### config.mk
export PLATFORM = sky130hd
export DESIGN_NAME = axis_frame_gen
export DESIGN_NICKNAME = d
export VERILOG_FILES = /design/src/rtl/axis_gen_pkg.sv /design/src/rtl/axis_prbs_lfsr.sv /design/src/rtl/axis_frame_gen.sv
export SDC_FILE = /design/constraint.sdc
export NUM_CORES = 1
export LEC_CHECK = 0
export BUFFER_PORTS_ARGS = -buffer_cell sky130_fd_sc_hd__buf_2
export CAP_MARGIN = 30
export CORE_MARGIN = 3
export CORE_UTILIZATION = 52
export CTS_CLUSTER_SIZE = 10
export DETAILED_ROUTE_END_ITERATION = 8
export HOLD_SLACK_MARGIN = 0.02
export PLACE_DENSITY = 0.77
export SYNTH_ARGS = -nofsm -noshare
export SYNTH_HDL_FRONTEND = slang
export SYNTH_SLANG_ARGS = --single-unit
### constraint.sdc
create_clock -name aclk -period 3.09 [get_ports aclk]
set_input_delay 0.4635 -clock aclk [delete_from_list [all_inputs] [get_ports aclk]]
set_output_delay 0.4635 -clock aclk [all_outputs]
set_load 0.02 [all_outputs]
### src/rtl/axis_gen_pkg.sv
// rtl/axis_gen_pkg.sv - shared types and constants for the AXI-Stream frame generator
// Purpose: FSM state encoding plus PRBS-31 seed, tap positions and single-step helper.
// Ports: none (package).
package axis_gen_pkg;

    typedef enum logic [1:0] {
        IDLE = 2'd0,
        SEND = 2'd1,
        GAP  = 2'd2
    } gen_state_e;

    localparam int                   PRBS_WIDTH  = 31;
    localparam logic [PRBS_WIDTH-1:0] PRBS_SEED  = 31'h7FFF_FFFF;
    // x^31 + x^28 + 1 : feedback from stages 31 and 28 (bit indices 30 and 27)
    localparam int                   PRBS_TAP_HI = 30;
    localparam int                   PRBS_TAP_LO = 27;

    function automatic logic [PRBS_WIDTH-1:0] prbs31_step(input logic [PRBS_WIDTH-1:0] s);
        return {s[PRBS_WIDTH-2:0], s[PRBS_TAP_HI] ^ s[PRBS_TAP_LO]};
    endfunction

endpackage

### src/rtl/axis_prbs_lfsr.sv
// rtl/axis_prbs_lfsr.sv - parallel PRBS-31 LFSR advance by STEPS bits
// Purpose: combinational next-state of a Fibonacci PRBS-31 after STEPS shifts.
// Ports:
//   state_i  in   31  current LFSR state
//   state_o  out  31  state after STEPS single-bit steps
module axis_prbs_lfsr
    import axis_gen_pkg::*;
#(
    parameter int STEPS = 32
) (
    input  logic [PRBS_WIDTH-1:0] state_i,
    output logic [PRBS_WIDTH-1:0] state_o
);

    // Unrolled at elaboration into a pure XOR network.
    always_comb begin
        state_o = state_i;
        for (int i = 0; i < STEPS; i++) begin
            state_o = prbs31_step(state_o);
        end
    end

endmodule

### src/rtl/axis_frame_gen.sv
// rtl/axis_frame_gen.sv - AXI-Stream master emitting framed counter (or PRBS) data
// Purpose: start/stop controlled frame source with tlast, configurable frame length,
//   frame count per run and inter-frame gap. Define AXIS_FRAME_GEN_PRBS_EN to replace
//   the counter payload with PRBS-31 words.
// Ports:
//   aclk, aresetn            clock, synchronous active-low reset
//   start, stop              1-cycle control pulses
//   frame_len, num_frames    beats per frame (0 -> 1), frames per run (0 -> unlimited)
//   gap_len                  idle cycles after each non-final tlast beat
//   m_axis_t*                AXI-Stream master interface
//   busy                     run in progress
//   frame_cnt                frames completed since last start (saturating)
module axis_frame_gen
    import axis_gen_pkg::*;
#(
    parameter int DATA_WIDTH = 32,
    parameter int LEN_WIDTH  = 16,
    parameter int GAP_WIDTH  = 8
) (
    input  logic                  aclk,
    input  logic                  aresetn,
    input  logic                  start,
    input  logic                  stop,
    input  logic [LEN_WIDTH-1:0]  frame_len,
    input  logic [LEN_WIDTH-1:0]  num_frames,
    input  logic [GAP_WIDTH-1:0]  gap_len,
    output logic [DATA_WIDTH-1:0] m_axis_tdata,
    output logic                  m_axis_tvalid,
    input  logic                  m_axis_tready,
    output logic                  m_axis_tlast,
    output logic                  busy,
    output logic [31:0]           frame_cnt
);

    localparam logic [LEN_WIDTH-1:0]  LEN_ONE  = 1;
    localparam logic [GAP_WIDTH-1:0]  GAP_ONE  = 1;
    localparam logic [DATA_WIDTH-1:0] DATA_ONE = 1;

    gen_state_e             state_q, state_d;
    logic [LEN_WIDTH-1:0]   len_q, len_d;
    logic [LEN_WIDTH-1:0]   nfr_q, nfr_d;
    logic [LEN_WIDTH-1:0]   beat_q, beat_d;
    logic [GAP_WIDTH-1:0]   gap_len_q, gap_len_d;
    logic [GAP_WIDTH-1:0]   gap_cnt_q, gap_cnt_d;
    logic                   stop_q, stop_d;
    logic                   tvalid_q, tvalid_d;
    logic                   tlast_q, tlast_d;
    logic [DATA_WIDTH-1:0]  tdata_q, tdata_d;
    logic [31:0]            frame_cnt_q, frame_cnt_d;

    logic                   run_start;
    logic                   accept;
    logic                   last_accept;
    logic                   final_frame;
    logic                   run_end;
    logic [LEN_WIDTH-1:0]   start_len;
    logic [DATA_WIDTH-1:0]  start_data;
    logic [DATA_WIDTH-1:0]  next_data;

    // stop wins over a simultaneous start
    assign run_start   = (state_q == IDLE) && start && !stop;
    assign accept      = tvalid_q && m_axis_tready;
    assign last_accept = accept && tlast_q;
    assign start_len   = (frame_len == '0) ? LEN_ONE : frame_len;
    // frame_cnt_q still holds the count before this tlast is retired
    assign final_frame = (nfr_q != '0) && (frame_cnt_q == (32'(nfr_q) - 32'd1));
    // a stop arriving on the tlast beat itself also ends the run there
    assign run_end     = last_accept && (final_frame || stop_q || stop);

`ifdef AXIS_FRAME_GEN_PRBS_EN
    logic [PRBS_WIDTH-1:0]            lfsr_q, lfsr_d, lfsr_next;
    logic [DATA_WIDTH+PRBS_WIDTH-1:0] seed_wide, next_wide;

    axis_prbs_lfsr #(
        .STEPS (DATA_WIDTH)
    ) u_prbs (
        .state_i (lfsr_q),
        .state_o (lfsr_next)
    );

    // zero-extend or truncate the 31-bit state onto the data bus
    always_comb begin
        seed_wide  = {{DATA_WIDTH{1'b0}}, PRBS_SEED};
        next_wide  = {{DATA_WIDTH{1'b0}}, lfsr_next};
        start_data = seed_wide[DATA_WIDTH-1:0];
        next_data  = next_wide[DATA_WIDTH-1:0];
    end

    always_comb begin
        lfsr_d = lfsr_q;
        if (run_start) begin
            lfsr_d = PRBS_SEED;
        end else if (accept) begin
            lfsr_d = lfsr_next;
        end
    end

    always_ff @(posedge aclk) begin
        if (!aresetn) begin
            lfsr_q <= PRBS_SEED;
        end else begin
            lfsr_q <= lfsr_d;
        end
    end
`else
    always_comb begin
        start_data = '0;
        next_data  = tdata_q + DATA_ONE;
    end
`endif

    // state register
    always_ff @(posedge aclk) begin
        if (!aresetn) begin
            state_q     <= IDLE;
            len_q       <= LEN_ONE;
            nfr_q       <= '0;
            beat_q      <= '0;
            gap_len_q   <= '0;
            gap_cnt_q   <= '0;
            stop_q      <= 1'b0;
            tvalid_q    <= 1'b0;
            tlast_q     <= 1'b0;
            tdata_q     <= '0;
            frame_cnt_q <= '0;
        end else begin
            state_q     <= state_d;
            len_q       <= len_d;
            nfr_q       <= nfr_d;
            beat_q      <= beat_d;
            gap_len_q   <= gap_len_d;
            gap_cnt_q   <= gap_cnt_d;
            stop_q      <= stop_d;
            tvalid_q    <= tvalid_d;
            tlast_q     <= tlast_d;
            tdata_q     <= tdata_d;
            frame_cnt_q <= frame_cnt_d;
        end
    end

    // next-state logic
    always_comb begin
        state_d = state_q;
        case (state_q)
            IDLE: begin
                if (run_start) begin
                    state_d = SEND;
                end
            end
            SEND: begin
                if (last_accept) begin
                    if (run_end) begin
                        state_d = IDLE;
                    end else if (gap_len_q != '0) begin
                        state_d = GAP;
                    end
                end
            end
            GAP: begin
                if (stop) begin
                    state_d = IDLE;
                end else if (gap_cnt_q <= GAP_ONE) begin
                    state_d = SEND;
                end
            end
            default: state_d = IDLE;
        endcase
    end

    // registered-output / datapath next values
    always_comb begin
        len_d       = len_q;
        nfr_d       = nfr_q;
        beat_d      = beat_q;
        gap_len_d   = gap_len_q;
        gap_cnt_d   = gap_cnt_q;
        stop_d      = stop_q;
        tvalid_d    = tvalid_q;
        tlast_d     = tlast_q;
        tdata_d     = tdata_q;
        frame_cnt_d = frame_cnt_q;
        case (state_q)
            IDLE: begin
                stop_d = 1'b0;
                if (run_start) begin
                    len_d       = start_len;
                    nfr_d       = num_frames;
                    gap_len_d   = gap_len;
                    beat_d      = '0;
                    tvalid_d    = 1'b1;
                    tlast_d     = (start_len == LEN_ONE);
                    tdata_d     = start_data;
                    frame_cnt_d = '0;
                end
            end
            SEND: begin
                stop_d = stop_q || stop;
                if (accept) begin
                    tdata_d = next_data;
                    if (tlast_q) begin
                        frame_cnt_d = (frame_cnt_q == '1) ? frame_cnt_q : frame_cnt_q + 32'd1;
                        beat_d      = '0;
                        if (run_end || (gap_len_q != '0)) begin
                            tvalid_d  = 1'b0;
                            tlast_d   = 1'b0;
                            gap_cnt_d = gap_len_q;
                        end else begin
                            tlast_d = (len_q == LEN_ONE);
                        end
                    end else begin
                        beat_d  = beat_q + LEN_ONE;
                        tlast_d = ((beat_q + LEN_ONE) == (len_q - LEN_ONE));
                    end
                end
            end
            GAP: begin
                stop_d = stop_q || stop;
                if (!stop) begin
                    if (gap_cnt_q <= GAP_ONE) begin
                        tvalid_d = 1'b1;
                        beat_d   = '0;
                        tlast_d  = (len_q == LEN_ONE);
                    end else begin
                        gap_cnt_d = gap_cnt_q - GAP_ONE;
                    end
                end
            end
            default: begin
                tvalid_d = 1'b0;
                tlast_d  = 1'b0;
            end
        endcase
    end

    assign m_axis_tdata  = tdata_q;
    assign m_axis_tvalid = tvalid_q;
    assign m_axis_tlast  = tlast_q;
    assign busy          = (state_q != IDLE);
    assign frame_cnt     = frame_cnt_q;

endmodule

==> flow_summary_export.csv, run 1 <==
group,metric,value,unit
synth,synth_seq_area_share,35.5,%
final_layout,nets,1095,
synth,synth_nets,990,
route,detail_route.wirelength,18600,um
setup_path,worstRegToRegCells,10,
route,detail_route.vias_per_cell,5.61,
placement,port_buffers,111,
hold_path,min-delay-start,"gap_len[4]",
synth,synth_simple_gate_area_share,30.0,%
cts,clock_path_buffers,2,
timing,skew,0.00679,ns
timing,grt_setup_unrepaired,"false",
synth,synthFlopType,"sky130_fd_sc_hd__dfxtp_1",
power_and_ir_drop,ir_drop,0.481,mV
synth,syn-instance-count,932,
route,drc_errors,0,
die,core,14000,sq um
synth,synth_async_sr_flop_share,0,%
die,die_h,126,um
global_routing,grt_use_total,23.4,%
route,detail_route.wl_per_cell,15.1,um
setup_path,worstSetupEndpoint,"gap_cnt_q[6]",
setup_path,timing.setup.critical_path_class,"flip-flop to flip-flop",
hold_path,worstHoldPathType,"primary input to flip-flop",
power_and_ir_drop,leakage_power_of_the_design,3.59,nW
die,start_util,53.6,%
setup_path,r2r_endpoint,"gap_cnt_q[6]",
setup_path,reg2reg_from,"nfr_q[0]",
timing,final_min_period_over_clock_period,95.6,%
route,routed-via-count,6900,
die,area_of_the_die,15900,sq um
synth,synth-compound-area-share,13.8,%
die,dieWidth,126,um
global_routing,grt_max_degree,82,
synth,yosysUniqueCellTypes,68,
power_and_ir_drop,power-per-cell-area,630,nW/um^2
global_routing,grt_pass1_vias,6474,
cts,h-tree-depth,4,
cts,cts_root_buffer,"sky130_fd_sc_hd__clkbuf_16",
cts,tritoncts.num_buffers,17,
timing,worst-slew-pin-transition,0.845,ns
final_layout,antennaDiodeCount,0,
placement,place.detailed.hpwl,13300,um
synth,synth.yosys.warnings,0,
cts,clock-sinks,133,
cts,post-cts-setup-buffer-count,0,
die,io_pins,112,
cts,cts_tree,"built",
final_layout,area_growth,19.0,%
route,drt_first_pass_iters,5,
synth,total_standard_cell_area_after_synthesis,7490,sq um
synth,synth_edf_count,0,
synth,ys_seq_elements,133,
synth,yosys.area_share.xor_xnor,13.4,%
job,max_cap_viol_count,0,
timing,setup_violations,0,
setup_path,crit_start,"nfr_q[0]",
global_routing,overflow,0,
global_routing,grt_first_pass_wirelength,31200,um
synth,area_share_of_fa_ha_maj_cells_after_synthesis,2.17,%
setup_path,timing.critical_path.to_type,"flip-flop",
global_routing,grt_antenna_before_repair,0,
cts,number_of_resized_instances_in_the_post_cts_repair_step,0,
route,dr.first_iter.drc_count,454,
timing,aggregate_negative_setup_slack,0,ns
placement,finalWeightedCongestion,0.918,
die,rows,43,
setup_path,worstSetupStartpointType,"flip-flop",
cts,hold_buffers,0,
outcome,status,"completed",
final_layout,post-route-util,63.8,%
final_layout,fillers,1233,
cts,clock_insertion_delay_worst_skew,0.42,ns
route,detail-route-antenna-nets,0,
setup_path,cp_data_required_time,3.40,ns
timing,hold_violations,0,
timing,timing.final.crit_period,2.96,ns
synth,combinational_family_with_the_most_area_after_synthesis,"simple AND/OR/NAND/NOR gates",
final_layout,highest_count_cells_in_the_layout_ignoring_fill_and_taps,"sky130_fd_sc_hd__nand2_1, sky130_fd_sc_hd__dfxtp_1, sky130_fd_sc_hd__buf_2",
timing,timing.slew.headroom,43.7,%
timing,final-max-slew-violation-count,0,
synth,synth_area_per_cell,8.04,sq um
setup_path,ff2ff_setup_slack,0.13,ns
synth,yosys-mux-area-fraction,1.25,%
setup_path,critical_path_arrival,3.27,ns
cts,worst_setup_hold_path_clk_slew,0.06,ns
final_layout,layout-drive-gt1-share,19.0,%
setup_path,critical_path_peak_fanout,16,
timing,fmax,338,MHz
power by group:
part           leakage (nW)  switching, mW  internal, mW  total [mW]
Combinational          2.21          0.911         0.614        1.53
Clock                 0.304          0.803          1.36        2.16
Sequential             1.08          0.124          1.81        1.94
Total                  3.59           1.84          3.78        5.62
synth_stat cells, types with 7 or more instances:
cell type	instances	area, sq um
sky130_fd_sc_hd__ha_1	13	163
sky130_fd_sc_hd__or3_1	7	43.8
sky130_fd_sc_hd__dfxtp_1	133	2660
sky130_fd_sc_hd__or2_2	8	50.1
sky130_fd_sc_hd__nor2b_1	20	125
sky130_fd_sc_hd__a22oi_1	8	60.1
sky130_fd_sc_hd__nand2_1	133	499
sky130_fd_sc_hd__and2_1	8	50.1
sky130_fd_sc_hd__nor4_1	22	138
sky130_fd_sc_hd__nor2_1	105	394
sky130_fd_sc_hd__clkbuf_1	43	161
sky130_fd_sc_hd__nand4_1	32	200
sky130_fd_sc_hd__a21oi_1	19	95.1
sky130_fd_sc_hd__and3_1	13	81.3
sky130_fd_sc_hd__and4_1	9	78.8
sky130_fd_sc_hd__nor3_1	24	120
sky130_fd_sc_hd__a21boi_0	38	285
sky130_fd_sc_hd__o21ai_0	19	95.1
sky130_fd_sc_hd__nand3_1	39	195
sky130_fd_sc_hd__xor2_1	66	578
sky130_fd_sc_hd__xnor2_1	46	403
sky130_fd_sc_hd__inv_1	22	82.6
how the worst min path moves through the flow:
stage,endpoint,slack [ns],cells after the start
after floorplan,gap_len_q[7],0.45,2
after global placement,gap_cnt_q[5],0.47,2
after detailed placement,gap_len_q[3],0.48,2
after CTS,gap_len_q[4],0.28,3
after global routing,gap_len_q[6],0.29,3
final,gap_len_q[4],0.29,3
state kept, by name (all words and copies together), names as in the netlist:
| signal | flops |
|---|---|
| frame_cnt | 32 |
| m_axis_tdata | 32 |
| beat_q | 16 |
| len_q | 16 |
| nfr_q | 16 |
| gap_cnt_q | 8 |
| gap_len_q | 8 |
| state_q | 2 |
| m_axis_tlast | 1 |
| m_axis_tvalid | 1 |
| stop_q | 1 |
cell type report:
cell class | instances | area [sq um] | area share (%)
Inverter | 22 | 82.6 | 0.926
Tap cell | 180 | 225 | 2.52
Multi-Input combinational cell | 727 | 4560 | 51.1
Sequential cell | 133 | 2660 | 29.8
Clock inverter | 15 | 203 | 2.27
Clock buffer | 17 | 425 | 4.77
Timing Repair Buffer | 136 | 768 | 8.61
per-layer routing:
| metal | GRT usage [%] | share of wire (%) | up-vias |
|---|---|---|---|
| li1 | - | - | 3461 |
| met1 | 30.8 | 46 | 3231 |
| met2 | 38.9 | 48 | 177 |
| met3 | 4.83 | 4.5 | 31 |
| met4 | 7.26 | 1.8 | 0 |
| met5 | 0 | 0 | - |
critical path, cell delays in order, from the launching register on:
cell and delay, ns:
sky130_fd_sc_hd__dfxtp_1 0.31, sky130_fd_sc_hd__inv_1 0.05, sky130_fd_sc_hd__ha_1 0.20, sky130_fd_sc_hd__or4b_4 0.52, sky130_fd_sc_hd__or4_4 0.45, sky130_fd_sc_hd__mux2i_1 0.13
sky130_fd_sc_hd__o211ai_1 0.31, sky130_fd_sc_hd__nor4_4 0.11, sky130_fd_sc_hd__o211ai_4 0.44, sky130_fd_sc_hd__a21oi_1 0.09, sky130_fd_sc_hd__o221a_1 0.24
per-stage QoR:
stage | total power [mW] | instance area [sq um] | cells | setup WS, ns | hold WS, ns
2_1_floorplan | 3.06 | 7490 | 932 | 0.205 | 0.449
3_3_place_gp | 3.46 | 8290 | 1198 | 0.201 | 0.466
3_5_place_dp | 3.48 | 8290 | 1198 | 0.140 | 0.478
4_1_cts | 5.64 | 8920 | 1230 | 0.130 | 0.281
5_1_grt | 5.91 | 8920 | 1230 | 0.00226 | 0.295
6_report | 5.62 | 8920 | 1230 | 0.135 | 0.292
kinds of logic (layout without fill, tap and decap cells):
logic type      count (synthesis)  count (layout)
simple gates                  450             450
compound gates                142             142
flops                         133             133
xor+xnor                      113             113
buf+inv                        72             190
fa+ha+maj                      13              13
mux                             9               9
(Power assumes the default switching activity.)
==> inputs of run 2 (changes only) <==
CORE_UTILIZATION = 55   (was 52)
MAX_ROUTING_LAYER = met4   (was unset)
clock period = 3.19 ns   (was 3.09 ns; I/O delays follow)
==> run 2 against run 1 <==
Net effect: highest routed layer unchanged; total power shrank 0.30%; clock power is essentially flat; via count grew 0.45%; critical path type unchanged; largest cell class unchanged; critical endpoint is now gap_cnt_q[1].
==> flow_summary_export.csv, run 2 (synthesized netlist as in run 1, its figures left out) <==
group,metric,value,unit
outcome,status,"completed",
setup_path,critical-path-top-delay-family,"simple AND/OR/NAND/NOR gates",
placement,postPlaceCellArea,8250,sq um
timing,final_min_period_over_clock_period,95.4,%
timing,final-max-slew-violation-count,0,
global_routing,overflow,0,
cts,cts_tree,"built",
die,area_of_the_die,15100,sq um
placement,finalWeightedCongestion,0.951,
final_layout,antennaDiodeCount,0,
power_and_ir_drop,p_clk_share,38.9,%
placement,cell_total_after_placement,1191,
setup_path,timing.critical_path.slowest_cell_delay,0.52,ns
timing,worst-slew-pin-transition,0.720,ns
route,routed-via-count,6931,
route,detail_route.wl_per_cell,15.6,um
power_and_ir_drop,power-per-cell-area,626,nW/um^2
setup_path,timing.critical_path.to_type,"flip-flop",
cts,clock_insertion_delay_worst_skew,0.42,ns
setup_path,timing.critical_path.cells,"inv_1 > ha_1 > or4b_4 > or4_4 > mux2i_1 > o211ai_1 > nor4_4 > buf_4 > o211ai_4 > buf_4 > nand3_1 > o21ai_1",
route,dr.first_iter.drc_count,453,
final_layout,layout-drive-gt1-share,19.1,%
setup_path,timing.setup.critical_path_class,"flip-flop to flip-flop",
power_and_ir_drop,power_frac_comb,27.5,%
die,dieWidth,123,um
setup_path,cpMostUsedCell,"sky130_fd_sc_hd__buf_4",
final_layout,final_instance_count_excl_fillers,1228,
final_layout,nets,1097,
route,drt_first_pass_iters,5,
setup_path,critical_path_peak_fanout,10,
job,max_cap_viol_count,0,
die,core,13300,sq um
timing,skew,0.00671,ns
die,io_pins,112,
placement,place.detailed.hpwl,13400,um
global_routing,grt_max_degree,82,
power_and_ir_drop,internal,3.81,mW
timing,fmax,329,MHz
timing,timing.slew.headroom,52.0,%
power_and_ir_drop,switching_power,1.79,mW
power_and_ir_drop,power.share.sequential,33.5,%
route,drc_errors,0,
power_and_ir_drop,swShare,31.9,%
global_routing,grt_use_total,26.1,%
setup_path,crit_slowest_cell,"sky130_fd_sc_hd__or4b_4",
cts,clock_path_buffers,2,
timing,setup_violations,0,
route,detail-route-antenna-nets,0,
setup_path,worstSetupStartpointType,"flip-flop",
timing,hold_violations,0,
hold_path,worstHoldPathType,"primary input to flip-flop",
cts,clock-sinks,133,
global_routing,grt_first_pass_wirelength,30700,um
power_and_ir_drop,ir_drop,0.534,mV
global_routing,grt_pass1_vias,6398,
die,start_util,56.4,%
final_layout,area_growth,19.5,%
final_layout,highest_count_cells_in_the_layout_ignoring_fill_and_taps,"sky130_fd_sc_hd__nand2_1, sky130_fd_sc_hd__dfxtp_1, sky130_fd_sc_hd__buf_2",
route,detail_route.wirelength,19100,um
setup_path,cp_data_required_time,3.55,ns
timing,timing.final.crit_period,3.04,ns
cts,h-tree-depth,4,
die,rows,42,
setup_path,critical_path_buf_inv_count,3,
power_and_ir_drop,leakage_power_of_the_design,3.61,nW
die,die_h,123,um
global_routing,grt_antenna_before_repair,0,
cts,cts_root_buffer,"sky130_fd_sc_hd__clkbuf_16",
setup_path,critical_path_arrival,3.40,ns
cts,tritoncts.num_buffers,17,
final_layout,finalInstanceArea,8960,sq um
route,detail_route.vias_per_cell,5.64,
placement,port_buffers,111,
cts,hold_buffers,0,
cts,worst_setup_hold_path_clk_slew,0.06,ns
==> run 2: changes by cell type in the layout (fill, tap and decap cells not counted), moves of 2 or more <==
| cell | previous run | this run |
|---|---|---|
| sky130_fd_sc_hd__buf_4 | 23 | 26 |
| sky130_fd_sc_hd__clkbuf_1 | 0 | 2 |
| sky130_fd_sc_hd__clkbuf_8 | 0 | 2 |
| sky130_fd_sc_hd__clkinv_2 | 3 | 1 |
| sky130_fd_sc_hd__inv_6 | 3 | 1 |
==> run 2: stage by stage <==
step | util (%) | power (mW) | hold slack, ns | setup slack [ns] | TNS, ns
floorplan | - | 2.97 | 0.449 | 0.305 | 0
global placement | 62.1 | 3.36 | 0.462 | 0.279 | 0
detailed placement | 62.1 | 3.39 | 0.473 | 0.215 | 0
CTS | 67.0 | 5.57 | 0.295 | 0.211 | 0
global route | 67.4 | 5.87 | 0.298 | -0.0237 | -0.0830
finish | 67.4 | 5.60 | 0.304 | 0.147 | 0
==> run 2: layer usage <==
| metal | up-vias | GRT usage (%) | share of wire [%] | routed length [um] |
|---|---|---|---|---|
| li1 | 3477 | - | - | - |
| met4 | 0 | 7.42 | 1.1 | 208 |
| met2 | 194 | 42.7 | 48 | 9260 |
| met3 | 20 | 5.12 | 5.2 | 994 |
| met5 | - | - | 0 | 0 |
| met1 | 3240 | 33.0 | 45 | 8650 |
==> run 2: power groups by stage <==
stage          sequential (mW)  combinational, mW  clock (mW)
3_3_place_gp              1.91               1.46           0
4_1_cts                   1.88               1.49        2.20
2_1_floorplan             1.88               1.09           0
5_1_grt                   1.89               1.70        2.28
6_report                  1.88               1.54        2.18
3_5_place_dp              1.91               1.48           0
==> run 2: final timing paths <==
kind                 from           end  slack (ns)  cells past startpoint
max              nfr_q[1]  gap_cnt_q[1]        0.15                     12
min            gap_len[5]  gap_len_q[5]        0.30                      3
max reg2reg      nfr_q[1]  gap_cnt_q[1]        0.15                     12
min reg2reg  gap_len_q[5]  gap_len_q[5]        0.48                      2
==> run 2: cell type report <==
type	instances	area, sq um
clock inverter	11	198
clock buffer	21	460
tap	176	220
fill	1085	4340
sequential	133	2660
timing repair buffer	138	771
multi-input combinational	727	4560
inverter	22	82.6
==> run 2: worst reg2reg max path: stages, from the launching register on <==
cell and delay (ns):
sky130_fd_sc_hd__dfxtp_1 0.36, sky130_fd_sc_hd__inv_1 0.08, sky130_fd_sc_hd__ha_1 0.20, sky130_fd_sc_hd__or4b_4 0.52, sky130_fd_sc_hd__or4_4 0.45, sky130_fd_sc_hd__mux2i_1 0.13
sky130_fd_sc_hd__o211ai_1 0.28, sky130_fd_sc_hd__nor4_4 0.08, sky130_fd_sc_hd__buf_4 0.16, sky130_fd_sc_hd__o211ai_4 0.32, sky130_fd_sc_hd__buf_4 0.22, sky130_fd_sc_hd__nand3_1 0.08
sky130_fd_sc_hd__o21ai_1 0.10
==> run 2: timing repair <==
action                                  in CTS  in global routing
hold endpoints to repair                     0                  0
endpoints found under the setup margin       0                  8
setup buffers                                0                  5
gates resized for setup                      0                  1
